File: src/rtl/lsu.sv
// lsu: RV32I load/store unit, one outstanding access, FSM IDLE->REQ->(WAIT)->RESP.
// Define LSU_MISALIGN_TRAP_EN to fault misaligned halfword/word accesses instead of truncating them.
module lsu #(
  parameter int AWIDTH = 32,
  parameter int DWIDTH = 32
) (
  input  logic              clk,
  input  logic              reset,
  input  logic              ex_valid_i,
  output logic              ex_ready_o,
  input  logic              ex_load_i,
  input  logic              ex_store_i,
  input  logic [2:0]        ex_funct3_i,
  input  logic [AWIDTH-1:0] ex_addr_i,
  input  logic [DWIDTH-1:0] ex_wdata_i,
  input  logic [4:0]        ex_rd_i,
  output logic              mem_req_o,
  output logic              mem_we_o,
  output logic [AWIDTH-1:0] mem_addr_o,
  output logic [DWIDTH-1:0] mem_wdata_o,
  output logic [3:0]        mem_be_o,
  input  logic              mem_gnt_i,
  input  logic              mem_rvalid_i,
  input  logic [DWIDTH-1:0] mem_rdata_i,
  output logic              wb_valid_o,
  output logic              wb_we_o,
  output logic [4:0]        wb_rd_o,
  output logic [DWIDTH-1:0] wb_data_o,
  output logic              misaligned_o
);
  typedef enum logic [1:0] {IDLE, REQ, WAIT, RESP} state_t;
  state_t state;
  logic [AWIDTH-1:0] addr;
  logic [DWIDTH-1:0] wdata, rdata, wd, ld;
  logic [2:0] f3;
  logic [4:0] rd;
  logic load, mis, acc_mis, byte_w, half_w;
  logic [3:0] be;
  logic [15:0] sh;
  // funct3[1:0] picks the width; reserved codes all land on 10/11 and so act as word
  always_comb begin
    byte_w = f3[1:0] == 2'b00;
    half_w = f3[1:0] == 2'b01;
    be = byte_w ? 4'b0001 << addr[1:0] : half_w ? 4'b0011 << {addr[1], 1'b0} : 4'b1111;
    wd = byte_w ? {4{wdata[7:0]}} : half_w ? {2{wdata[15:0]}} : wdata;
    sh = 16'(mem_rdata_i >> (byte_w ? {addr[1:0], 3'b000} : {addr[1], 4'b0000}));
    ld = byte_w ? {{24{~f3[2] & sh[7]}}, sh[7:0]} :
         half_w ? {{16{~f3[2] & sh[15]}}, sh[15:0]} : mem_rdata_i;
  end
`ifdef LSU_MISALIGN_TRAP_EN
  assign acc_mis = (ex_funct3_i[1:0] == 2'b01 & ex_addr_i[0]) | (ex_funct3_i[1] & |ex_addr_i[1:0]);
  assign misaligned_o = wb_valid_o & mis;
`else
  assign acc_mis = 1'b0;
  assign misaligned_o = 1'b0;
`endif
  always_ff @(posedge clk) begin
    if (reset) begin
      state <= IDLE;
      addr <= '0;
      wdata <= '0;
      rdata <= '0;
      f3 <= '0;
      rd <= '0;
      load <= 1'b0;
      mis <= 1'b0;
    end else begin
      case (state)
        IDLE: if (ex_valid_i && (ex_load_i || ex_store_i)) begin
          addr <= ex_addr_i;
          wdata <= ex_wdata_i;
          f3 <= ex_funct3_i;
          rd <= ex_rd_i;
          load <= ex_load_i;
          mis <= acc_mis;
          state <= acc_mis ? RESP : REQ;
        end
        REQ: if (mem_gnt_i) state <= load ? WAIT : RESP;
        WAIT: if (mem_rvalid_i) begin
          rdata <= ld;
          state <= RESP;
        end
        default: state <= IDLE;
      endcase
    end
  end
  assign ex_ready_o = ~reset & (state == IDLE);
  assign mem_req_o = ~reset & (state == REQ);
  assign mem_we_o = mem_req_o & ~load;
  assign mem_addr_o = mem_req_o ? {addr[AWIDTH-1:2], 2'b00} : '0;
  assign mem_be_o = mem_req_o ? be : '0;
  assign mem_wdata_o = mem_we_o ? wd : '0;
  assign wb_valid_o = ~reset & (state == RESP);
  assign wb_we_o = wb_valid_o & load & ~mis;
  assign wb_rd_o = wb_valid_o ? rd : '0;
  assign wb_data_o = wb_we_o ? rdata : '0;
endmodule
File: config.mk
export PLATFORM = sky130hd
export DESIGN_NAME = lsu
export DESIGN_NICKNAME = d
export VERILOG_FILES = /design/src/rtl/lsu.sv
export SDC_FILE = /design/constraint.sdc
export NUM_CORES = 1
export LEC_CHECK = 0
export CORE_MARGIN = 2
export CORE_UTILIZATION = 35
export DETAILED_ROUTE_END_ITERATION = 16
export DONT_BUFFER_PORTS = 1
export GPL_TIMING_DRIVEN = 0
export PLACE_DENSITY_LB_ADDON = 0.25
export SETUP_SLACK_MARGIN = 0.1
export SLEW_MARGIN = 20
export SYNTH_ARGS = -nofsm -noshare
export SYNTH_HDL_FRONTEND = slang
export SYNTH_SLANG_ARGS = --single-unit
export TNS_END_PERCENT = 50
File: constraint.sdc
create_clock -name clk -period 1.9 [get_ports clk]
set_input_delay 0.38 -clock clk [delete_from_list [all_inputs] [get_ports clk]]
set_output_delay 0.38 -clock clk [all_outputs]
set_load 0.02 [all_outputs]
==> flow_metrics.tcl, run 1 <==
set metrics [dict create \
    cp.depth 8 \
    synth-seq-area-share_pct 39.5 \
    synthMostInstantiatedCell "nand2_1" \
    cts.sinks 107 \
    drc 0 \
    place_congestion 0.884 \
    p_clk_share_pct 24.7 \
    violations "negative setup slack" \
    syn_inst 745 \
    p_int_mw 4.96 \
    critical_path.startpoint "state[1]$_SDFFE_PP0P_" \
    worstPathRequired_ns 1.52 \
    synthArstFlopShare_pct 0 \
    finalSetupTns_ns -7.99 \
    drtIter0Drc 423 \
    slowest_delay_ns 0.37 \
    syn_avg_cell_area_um2 7.28 \
    cts.path.max_buffers 2 \
    switchingPower_mw 3.06 \
    holdWs_ns 0.138 \
    rsz0062_at_grt "true" \
    synth_common_cells "nand2_1, dfxtp_1, a21oi_1" \
    yosysTopAreaCell "dfxtp_1" \
    cp.arrival_ns 1.68 \
    crit_fanout 5 \
    grt_max_degree 20 \
    skew_ns 0.0109 \
    cts_tree "done" \
    netlist_top_cells_area "dfxtp_1, nand2_1, a21oi_1" \
    cp_slowest_cell "dfxtp_4" \
    p_seq_share_pct 36.5 \
    vdd_drop_max_v 0.000604 \
    overflow 0 \
    reg2reg_from "state[1]$_SDFFE_PP0P_" \
    hold_path.class "in2reg" \
    period_minus_slack_ns 2.06 \
    worstMarginPinSlew_ns 0.644 \
    cts_buffers 9 \
    area_growth_pct 35.0 \
    worstSkewPairLatency_ns 0.36 \
    fin_util_pct 48.2 \
    viasPerCell 5.40 \
    hpwl_um 13500 \
    core_mm2 0.0152 \
    worstPathCellList "inv_4 -> ha_4 -> nand2b_4 -> inv_8 -> nand2b_4 -> clkbuf_16 -> clkbuf_16 -> a21oi_4" \
    ys_warn_count 0 \
    first_pass_iters 5 \
    ys_ff_latch 107 \
    synth_edf_count 0 \
    clk_pin_slew_ns 0.08 \
    fp.dieH_um 129 \
    grt_first_pass_wirelength_um 28500 \
    wire_per_inst_um 19.5 \
    max_freq_mhz 486 \
    hold_viol 0 \
    comb_power_share_pct 38.8 \
    critical_path.top_delay_family "buffers and inverters" \
    final-seq-area_mm2 0.00216 \
    r2r_cells 9 \
    synth_cell_types 39 \
    p_per_area_mw_per_mm2 1090 \
    reg2reg_to "f3[1]$_SDFFE_PP0P_" \
    relSlewSlack_pct 57.1 \
    endpoint "mem_wdata_o[12]" \
    cts_root_buf "clkbuf_16" \
    dpl_worst_slack_ns -0.556 \
    critPathLaunchType "register" \
    p_total_mw 8.02 \
    fin_crit_sh_pct 108 \
    end_kind "primary output" \
    die_w_um 129 \
    path_buf_inv 4 \
    final-setup-viol-count 85 \
    grt_pass1_vias 5028 \
    vias 5296 \
    num_rows 45 \
    worst-r2r-setup-slack_ns 0.08 \
    antennaDiodeCount 0 \
    grt_util_all_layers_pct 22.3 \
    antenna_found_initial 0 \
    outcome "complete, but fails checks" \
    wirelength_um 19100 \
    start_util_pct 35.7 \
    cap_violations 0 \
    ant_nets 0 \
    dieArea_mm2 0.0165 \
    final_nets 903 \
    critPathKind "reg2out" \
    htreeDepth 3 \
    multi_input_area_mm2 0.00360 \
    ios 222 \
    drive_gt1_share_pct 31.7 \
    finalMaxSlewViolations 0 \
    swShare_pct 38.1 \
    fill_cells 1538 \
    synth.top_cell.area_share_pct 39.5 \
    syn_area_mm2 0.00543 \
    power.leakage_nw 2.60 \
    fin_ws_ns -0.157 \
    port_buffers 0 \
    synthFlopType "dfxtp_1" \
]
-- cell families after synthesis --
logic type	share of synthesized area [%]
other cells	0.0691
simple gates	31.9
flops	39.5
fa+ha+maj	0.923
mux	4.47
buf+inv	6.16
compound gates	17.0
-- cells in the final DEF (no fill, tap or decap), types with 5 or more instances in the layout --
master,Yosys,final
inv_1,9,6
clkbuf_16,0,16
nand2_1,189,189
a22oi_1,7,7
nor2_4,1,20
dfxtp_1,107,101
nor4_1,6,6
buf_4,3,25
a211oi_2,10,10
clkbuf_1,44,17
nor2_1,79,55
a211oi_1,16,16
a21oi_4,0,9
and3_4,0,30
nor2_2,0,5
and2_4,0,43
o21ai_1,0,7
mux2i_1,22,17
a21oi_1,100,84
a21oi_2,1,8
mux2i_2,0,5
buf_8,1,9
nor3_1,9,6
buf_6,2,23
-- timing repair --
action | CTS | global route
cloned | 5 | 3
buffers inserted | 12 | 14
endpoints found under the setup margin | 211 | 206
pin swaps | 45 | 26
gates resized for setup | 292 | 98
hold buffers | 0 | 0
-- registers in the layout, summed over array words and instances (netlist names) --
register and count:
rdata 32, addr 32, rd 5, load 1, f3 3, state 2, wdata 32
-- power by group through the flow --
| stage | Sequential, mW | Combinational (mW) | Clock [mW] |
|---|---|---|---|
| 6_report | 2.93 | 3.11 | 1.98 |
| 5_1_grt | 2.97 | 3.38 | 2.12 |
| 4_1_cts | 2.90 | 2.78 | 2.04 |
| 3_5_place_dp | 2.91 | 2.15 | 0 |
| 3_3_place_gp | 2.90 | 2.14 | 0 |
| 2_1_floorplan | 2.81 | 1.67 | 0 |
-- how the worst min path moves through the flow --
stage,end,slack [ns],start,cells past startpoint
finish,addr[21]$_SDFFE_PP0P_,0.14,ex_addr_i[21],2
global route,wdata[27]$_SDFFE_PP0P_,0.13,ex_wdata_i[27],2
CTS,addr[28]$_SDFFE_PP0P_,0.12,ex_addr_i[28],2
detailed placement,addr[29]$_SDFFE_PP0P_,0.44,addr[29]$_SDFFE_PP0P_,2
global placement,addr[24]$_SDFFE_PP0P_,0.44,addr[24]$_SDFFE_PP0P_,2
floorplan,addr[10]$_SDFFE_PP0P_,0.43,addr[10]$_SDFFE_PP0P_,2
-- final cells by class --
class,count,share of cell area [%]
multi-input cells,565,49.2
plain buffers,63,8.08
flip-flops and latches,107,29.5
clock inverters,6,1.04
repair buffers,32,5.21
clock buffers,9,3.07
well taps,188,3.21
inverters,10,0.751
-- routing by layer --
metal  vias up  global-route usage [%]  share of wire, %
met1      2506                    28.2                42
met2       203                    36.6                48
met5         -                       0                 0
met3        32                    6.49               7.7
met4         0                    7.35               2.5
li1       2555                       -                 -
-- per-stage QoR --
| stage | instances | instance area [um^2] |
|---|---|---|
| floorplan | 747 | 5470 |
| global placement | 935 | 5700 |
| detailed placement | 935 | 5700 |
| CTS | 965 | 6950 |
| global route | 980 | 7330 |
| finish | 980 | 7330 |
Power figures use the tool's default switching activity.
==> run 2: changes to the inputs <==
==> constraint.sdc (replaced) <==
create_clock -name clk -period 1.9 [get_ports clk]
set_input_delay 0.19 -clock clk [delete_from_list [all_inputs] [get_ports clk]]
set_output_delay 0.19 -clock clk [all_outputs]
set_load 0.02 [all_outputs]
==> run 2 against run 1 <==
  * The run now ends clean
  * First-iteration DRC count is 19% lower
  * Clock skew down 0.0023 ns
  * Non-clock buffer count rose by 71
  * Sequential cell count unchanged
  * Total power up 1.2%
  * Design area rose by 7.7%
  * Critical path depth is the same
  * Combinational power decreased by 4%
  * Sequential power barely moved
  * Core utilization is 3.7 points higher
  * Count of clock-buffer cells in the layout unchanged
  * Clock power rose by 12%
  * Highest routed layer unchanged
==> flow_metrics.tcl, run 2 (synthesis gave the netlist of run 1 again) <==
set metrics [dict create \
    finalMaxSlewViolations 0 \
    skew_ns 0.00866 \
    cts_buffers 9 \
    p_seq_share_pct 35.9 \
    layout_commonest_cell "nand2_1" \
    core_mm2 0.0152 \
    fin_crit_sh_pct 100 \
    cts.path.max_buffers 2 \
    p_clk_share_pct 27.2 \
    first_pass_iters 5 \
    htreeDepth 3 \
    cts_tree "done" \
    end_kind "primary output" \
    final_nets 974 \
    relSlewSlack_pct 50.7 \
    die_w_um 129 \
    reg_top3 "addr: 32 flops, rdata: 32 flops, wdata: 32 flops" \
    area_growth_pct 45.5 \
    post-place-cells 935 \
    ios 222 \
    wire_per_inst_um 19.2 \
    outcome "completed" \
    port_buffers 0 \
    dieArea_mm2 0.0165 \
    vias 5648 \
    num_rows 45 \
    hold_path.class "in2reg" \
    start_util_pct 35.7 \
    vdd_drop_max_v 0.000586 \
    grt_max_degree 22 \
    clk_pin_slew_ns 0.08 \
    ant_nets 0 \
    critPathKind "reg2out" \
    cp.arrival_ns 1.71 \
    grt_util_all_layers_pct 24.0 \
    antenna_found_initial 2 \
    critPathLaunchType "register" \
    period_minus_slack_ns 1.90 \
    fp.dieH_um 129 \
    grt_first_pass_wirelength_um 30800 \
    crit_fanout 6 \
    p_int_mw 5.03 \
    cts_root_buf "clkbuf_16" \
    layout_common_cells "nand2_1, dfxtp_1, dlygate4sd3_1, a21oi_1, nor2_1" \
    p_per_area_mw_per_mm2 1030 \
    grt_pass1_vias 5606 \
    cts.sinks 107 \
    drc 0 \
    overflow 0 \
    p_total_mw 8.12 \
    worstPathRequired_ns 1.71 \
    drtIter0Drc 341 \
    rsz0062_at_grt "true" \
    fill_cells 1492 \
    cap_violations 0 \
    switchingPower_mw 3.08 \
    stdcell_count 1053 \
    hold_viol 0 \
    final-setup-viol-count 0 \
    viasPerCell 5.36 \
    drive_gt1_share_pct 27.9 \
    power.leakage_nw 2.88 \
    worstMarginPinSlew_ns 0.740 \
    worstSkewPairLatency_ns 0.37 \
    comb_power_share_pct 37.0 \
    wirelength_um 20300 \
    place_congestion 0.859 \
    max_freq_mhz 526 \
    swShare_pct 38.0 \
    hpwl_um 13800 \
]
==> run 2: cell count changes in the layout (fill, tap and decap cells not counted), moves of 5 or more <==
cell           change
buf_8              -5
and3_2            +13
and2_4            -31
buf_2              +6
clkbuf_2           +7
and2_2            +30
and3_4            -16
clkbuf_4           +6
buf_6             -13
o21ai_1            -5
dlygate4sd3_1     +86
buf_4             -11
==> run 2: layer usage <==
| metal | GRT usage [%] | up-vias | routed length (um) |
|---|---|---|---|
| li1 | - | 2707 | - |
| met1 | 28.8 | 2661 | 8170 |
| met2 | 40.8 | 241 | 9870 |
| met3 | 7.44 | 39 | 1750 |
| met4 | 8.25 | 0 | 471 |
| met5 | 0 | - | 0 |
==> run 2: per-stage QoR <==
stage	util (%)	hold slack [ns]	setup WS [ns]	setup TNS, ns	cell area (um^2)
6_report	51.9	0.00145	0.000237	0	7890
5_1_grt	51.9	0.000608	-0.0448	-0.367	7890
4_1_cts	50.3	0.000543	-0.0168	-0.0404	7640
3_5_place_dp	37.3	0.333	-0.374	-29.55	5670
3_3_place_gp	37.3	0.328	-0.382	-27.94	5670
2_1_floorplan	-	0.326	0.170	0	5430
==> run 2: critical path, cell delays in order (launching register included) <==
cell       delay, ns
dfxtp_4         0.37
inv_4           0.06
ha_4            0.14
nand2b_4        0.08
inv_8           0.08
nand2b_4        0.06
clkbuf_16       0.17
clkbuf_16       0.17
a21oi_4         0.20
==> run 2: layout make-up <==
cell class / instances / area [um^2] / share of cell area, %
multi-input cells: 565 / 3530 / 44.7
clock inverters: 7 / 134 / 1.70
clock buffers: 9 / 225 / 2.85
plain buffers: 63 / 494 / 6.26
inverters: 10 / 55.1 / 0.698
flip-flops and latches: 107 / 2160 / 27.3
repair buffers: 103 / 1060 / 13.5
diodes: 1 / 2.50 / 0.0317
well taps: 188 / 235 / 2.98
==> run 2: repair_timing <==
item	in CTS	in global routing
endpoints found under the setup margin	208	205
pin swaps	37	16
gates resized for setup	209	93
cloned	5	0
hold buffers	86	0
hold endpoints to repair	86	0
setup buffers	5	7
==> run 2: power groups by stage <==
stage | registers (mW) | clock network [mW] | logic [mW]
2_1_floorplan | 2.81 | 0 | 1.64
3_3_place_gp | 2.88 | 0 | 2.13
3_5_place_dp | 2.89 | 0 | 2.14
4_1_cts | 2.88 | 2.24 | 2.82
5_1_grt | 2.95 | 2.33 | 3.28
6_report | 2.91 | 2.21 | 3.00
==> run 2: worst paths after layout <==
kind / from / to / slack (ns) / depth (start not counted)
max: state[1]$_SDFFE_PP0P_ / mem_wdata_o[13] / 0.0002 / 8
min: ex_wdata_i[8] / wdata[8]$_SDFFE_PP0P_ / 0.001 / 2
max reg2reg: f3[0]$_SDFFE_PP0P_ / rdata[25]$_SDFFE_PP0P_ / 0.16 / 8
min reg2reg: addr[15]$_SDFFE_PP0P_ / addr[15]$_SDFFE_PP0P_ / 0.45 / 2
==> run 3: changes to the inputs <==
CORE_UTILIZATION = 54   (was 35)
==> run 3 against run 2 <==
  * The flow now finishes with violations (negative setup slack)
  * Non-clock buffer count up 12
  * Count of clock-buffer cells in the layout unchanged
  * Sequential share of layout area is essentially flat
  * Cell count shrank 4.0%
  * Critical path depth unchanged
  * Combinational power is 7.7% higher
  * Routed wire length grew 2.8%
  * First-iteration DRC count grew 57%
  * Sequential power hardly changed
  * Sequential cell count did not move
  * Total power is 5.7% lower
  * Register-to-register slack worse by 0.13 ns
  * Critical path type unchanged
==> flow_metrics.tcl, run 3 (synthesis gave the netlist of run 1 again) <==
set metrics [dict create \
    hold_path.class "in2reg" \
    critPathLaunchType "register" \
    path_buf_inv 4 \
    cap_violations 0 \
    power.leakage_nw 2.89 \
    ant_nets 0 \
    cts_root_buf "clkbuf_8" \
    num_rows 36 \
    antenna_found_initial 0 \
    p_total_mw 7.65 \
    end_kind "primary output" \
    viasPerCell 6.09 \
    drtIter0Drc 536 \
    area_growth_pct 45.7 \
    gr-usage-met2_pct 60.4 \
    cp_slowest_cell "dfxtp_4" \
    finalSetupTns_ns -0.170 \
    critPathKind "reg2out" \
    place_congestion 0.935 \
    vias 6158 \
    violations "negative setup slack" \
    stdcell_count 1011 \
    clk_pin_slew_ns 0.11 \
    cts_tree "done" \
    post-place-cells 880 \
    skew_ns 0.00834 \
    critical_path.top_delay_family "buffers and inverters" \
    worstPathCellList "inv_4 -> ha_4 -> nand2b_4 -> inv_6 -> nand2b_4 -> clkbuf_16 -> clkbuf_16 -> a21oi_4" \
    design_area_mm2 0.00790 \
    max_freq_mhz 515 \
    wirelength_um 20800 \
    grt_use_met3_pct 9.71 \
    reg2reg_to "rdata[20]$_SDFFE_PP0P_" \
    dpl_worst_slack_ns -0.282 \
    drc 0 \
    start_util_pct 55.5 \
    drive_gt1_share_pct 28.0 \
    die_w_um 104 \
    grt_most_used_layer "met2" \
    worstSkewPairLatency_ns 0.39 \
    reg2reg_from "f3[0]$_SDFFE_PP0P_" \
    grt_util_all_layers_pct 35.7 \
    port_buffers 0 \
    rsz0062_at_grt "true" \
    cts.sinks 107 \
    ios 222 \
    worstHoldPathCells 2 \
    hold-path-endpoint "rdata[12]$_SDFFE_PP0P_" \
    worstPathRequired_ns 1.71 \
    cp.arrival_ns 1.75 \
    layout_common_cells "nand2_1, dfxtp_1, dlygate4sd3_1, a21oi_1, nor2_1" \
    wire_per_inst_um 20.6 \
    dieArea_mm2 0.0109 \
    period_minus_slack_ns 1.94 \
    layout_commonest_cell "nand2_1" \
    hold_viol 0 \
    final-setup-viol-count 10 \
    core_mm2 0.00977 \
    finalMaxSlewViolations 0 \
    overflow 0 \
    grt_first_pass_wirelength_um 30900 \
    htreeDepth 3 \
    grt_pass1_vias 5926 \
    first_pass_iters 5 \
    antennaDiodeCount 0 \
    outcome "complete, but fails checks" \
    p_per_area_mw_per_mm2 968 \
    crit_fanout 6 \
    grt_max_degree 19 \
    fin_ws_ns -0.0436 \
    vdd_drop_max_v 0.000639 \
    fp.dieH_um 104 \
    hold_start "mem_rdata_i[12]" \
    relSlewSlack_pct 42.4 \
    fin_crit_sh_pct 102 \
    place_area_mm2 0.00560 \
    slowest_delay_ns 0.37 \
    cts.path.max_buffers 2 \
    cts_buffers 9 \
    final_nets 988 \
    use_met1_pct 41.5 \
    hpwl_um 12200 \
    worst-r2r-setup-slack_ns 0.03 \
    worstMarginPinSlew_ns 0.855 \
    r2r_cells 8 \
    reg_top3 "addr: 32 flops, rdata: 32 flops, wdata: 32 flops" \
]
==> run 3: cell count changes in the layout (fill, tap and decap cells not counted), sizes merged <==
| cell | delta |
|---|---|
| clkinv | -1 |
| diode | -1 |
| bufinv | -1 |
| dlygate4sd3 | +9 |
| clkbuf | +1 |
| or2 | +1 |
| buf | +2 |
| clkinvlp | +2 |
| inv | +1 |
==> run 3: worst reg2reg max path, stage by stage, from the launching register on <==
cell and delay (ns):
dfxtp_1 0.32, buf_6 0.14, or3b_4 0.39, buf_6 0.15, a21oi_4 0.12, nor4_2 0.07
nor2_4 0.27, clkbuf_16 0.22, a211oi_2 0.05
==> run 3: area by class of cell <==
type                       instances  area (um^2)
clock buffer                       9          124
inverter                          10         57.6
tap                              133          166
fill                             597         1870
sequential                       107         2160
timing repair buffer             115         1240
timing repair inverter             1         16.3
buffer                            63          480
clock inverter                     7         76.3
multi-input combinational        566         3580
==> run 3: where the power goes <==
group / switching [mW] / internal (mW) / leakage, nW / total (mW)
Combinational: 1.93 / 1.30 / 1.91 / 3.23
Clock: 0.861 / 0.620 / 0.0962 / 1.48
Sequential: 0.317 / 2.63 / 0.876 / 2.94
Total: 3.10 / 4.55 / 2.89 / 7.65
==> run 3: how the worst max path moves through the flow <==
stage / startpoint / to / slack (ns) / depth (start not counted)
2_1_floorplan: state[1]$_SDFFE_PP0P_ / mem_wdata_o[12] / 0.17 / 8
3_3_place_gp: state[0]$_SDFFE_PP0P_ / f3[1]$_SDFFE_PP0P_ / -0.20 / 7
3_5_place_dp: state[0]$_SDFFE_PP0P_ / wdata[15]$_SDFFE_PP0P_ / -0.28 / 7
4_1_cts: state[1]$_SDFFE_PP0P_ / mem_wdata_o[14] / -0.05 / 8
5_1_grt: state[1]$_SDFFE_PP0P_ / mem_wdata_o[14] / -0.08 / 8
6_report: state[1]$_SDFFE_PP0P_ / mem_wdata_o[14] / -0.04 / 8
==> run 3: routing by layer <==
| layer | vias to the layer above | routed length (um) |
|---|---|---|
| li1 | 2730 | - |
| met1 | 2933 | 7560 |
| met2 | 404 | 10300 |
| met3 | 91 | 2010 |
| met4 | 0 | 992 |
| met5 | - | 0 |
==> run 3: through the flow <==
step / util, % / hold slack (ns)
2_1_floorplan: - / 0.326
3_3_place_gp: 57.3 / 0.329
3_5_place_dp: 57.3 / 0.334
4_1_cts: 76.2 / 0.0468
5_1_grt: 80.9 / 0.0402
6_report: 80.9 / 0.0539
==> run 3: what timing repair did <==
action	CTS	global route
hold buffers	95	0
gates resized for setup	210	127
cloned	4	3
setup endpoints to repair	205	202
buffers inserted	4	11
pin swaps	22	26
endpoints found under the hold margin	95	0
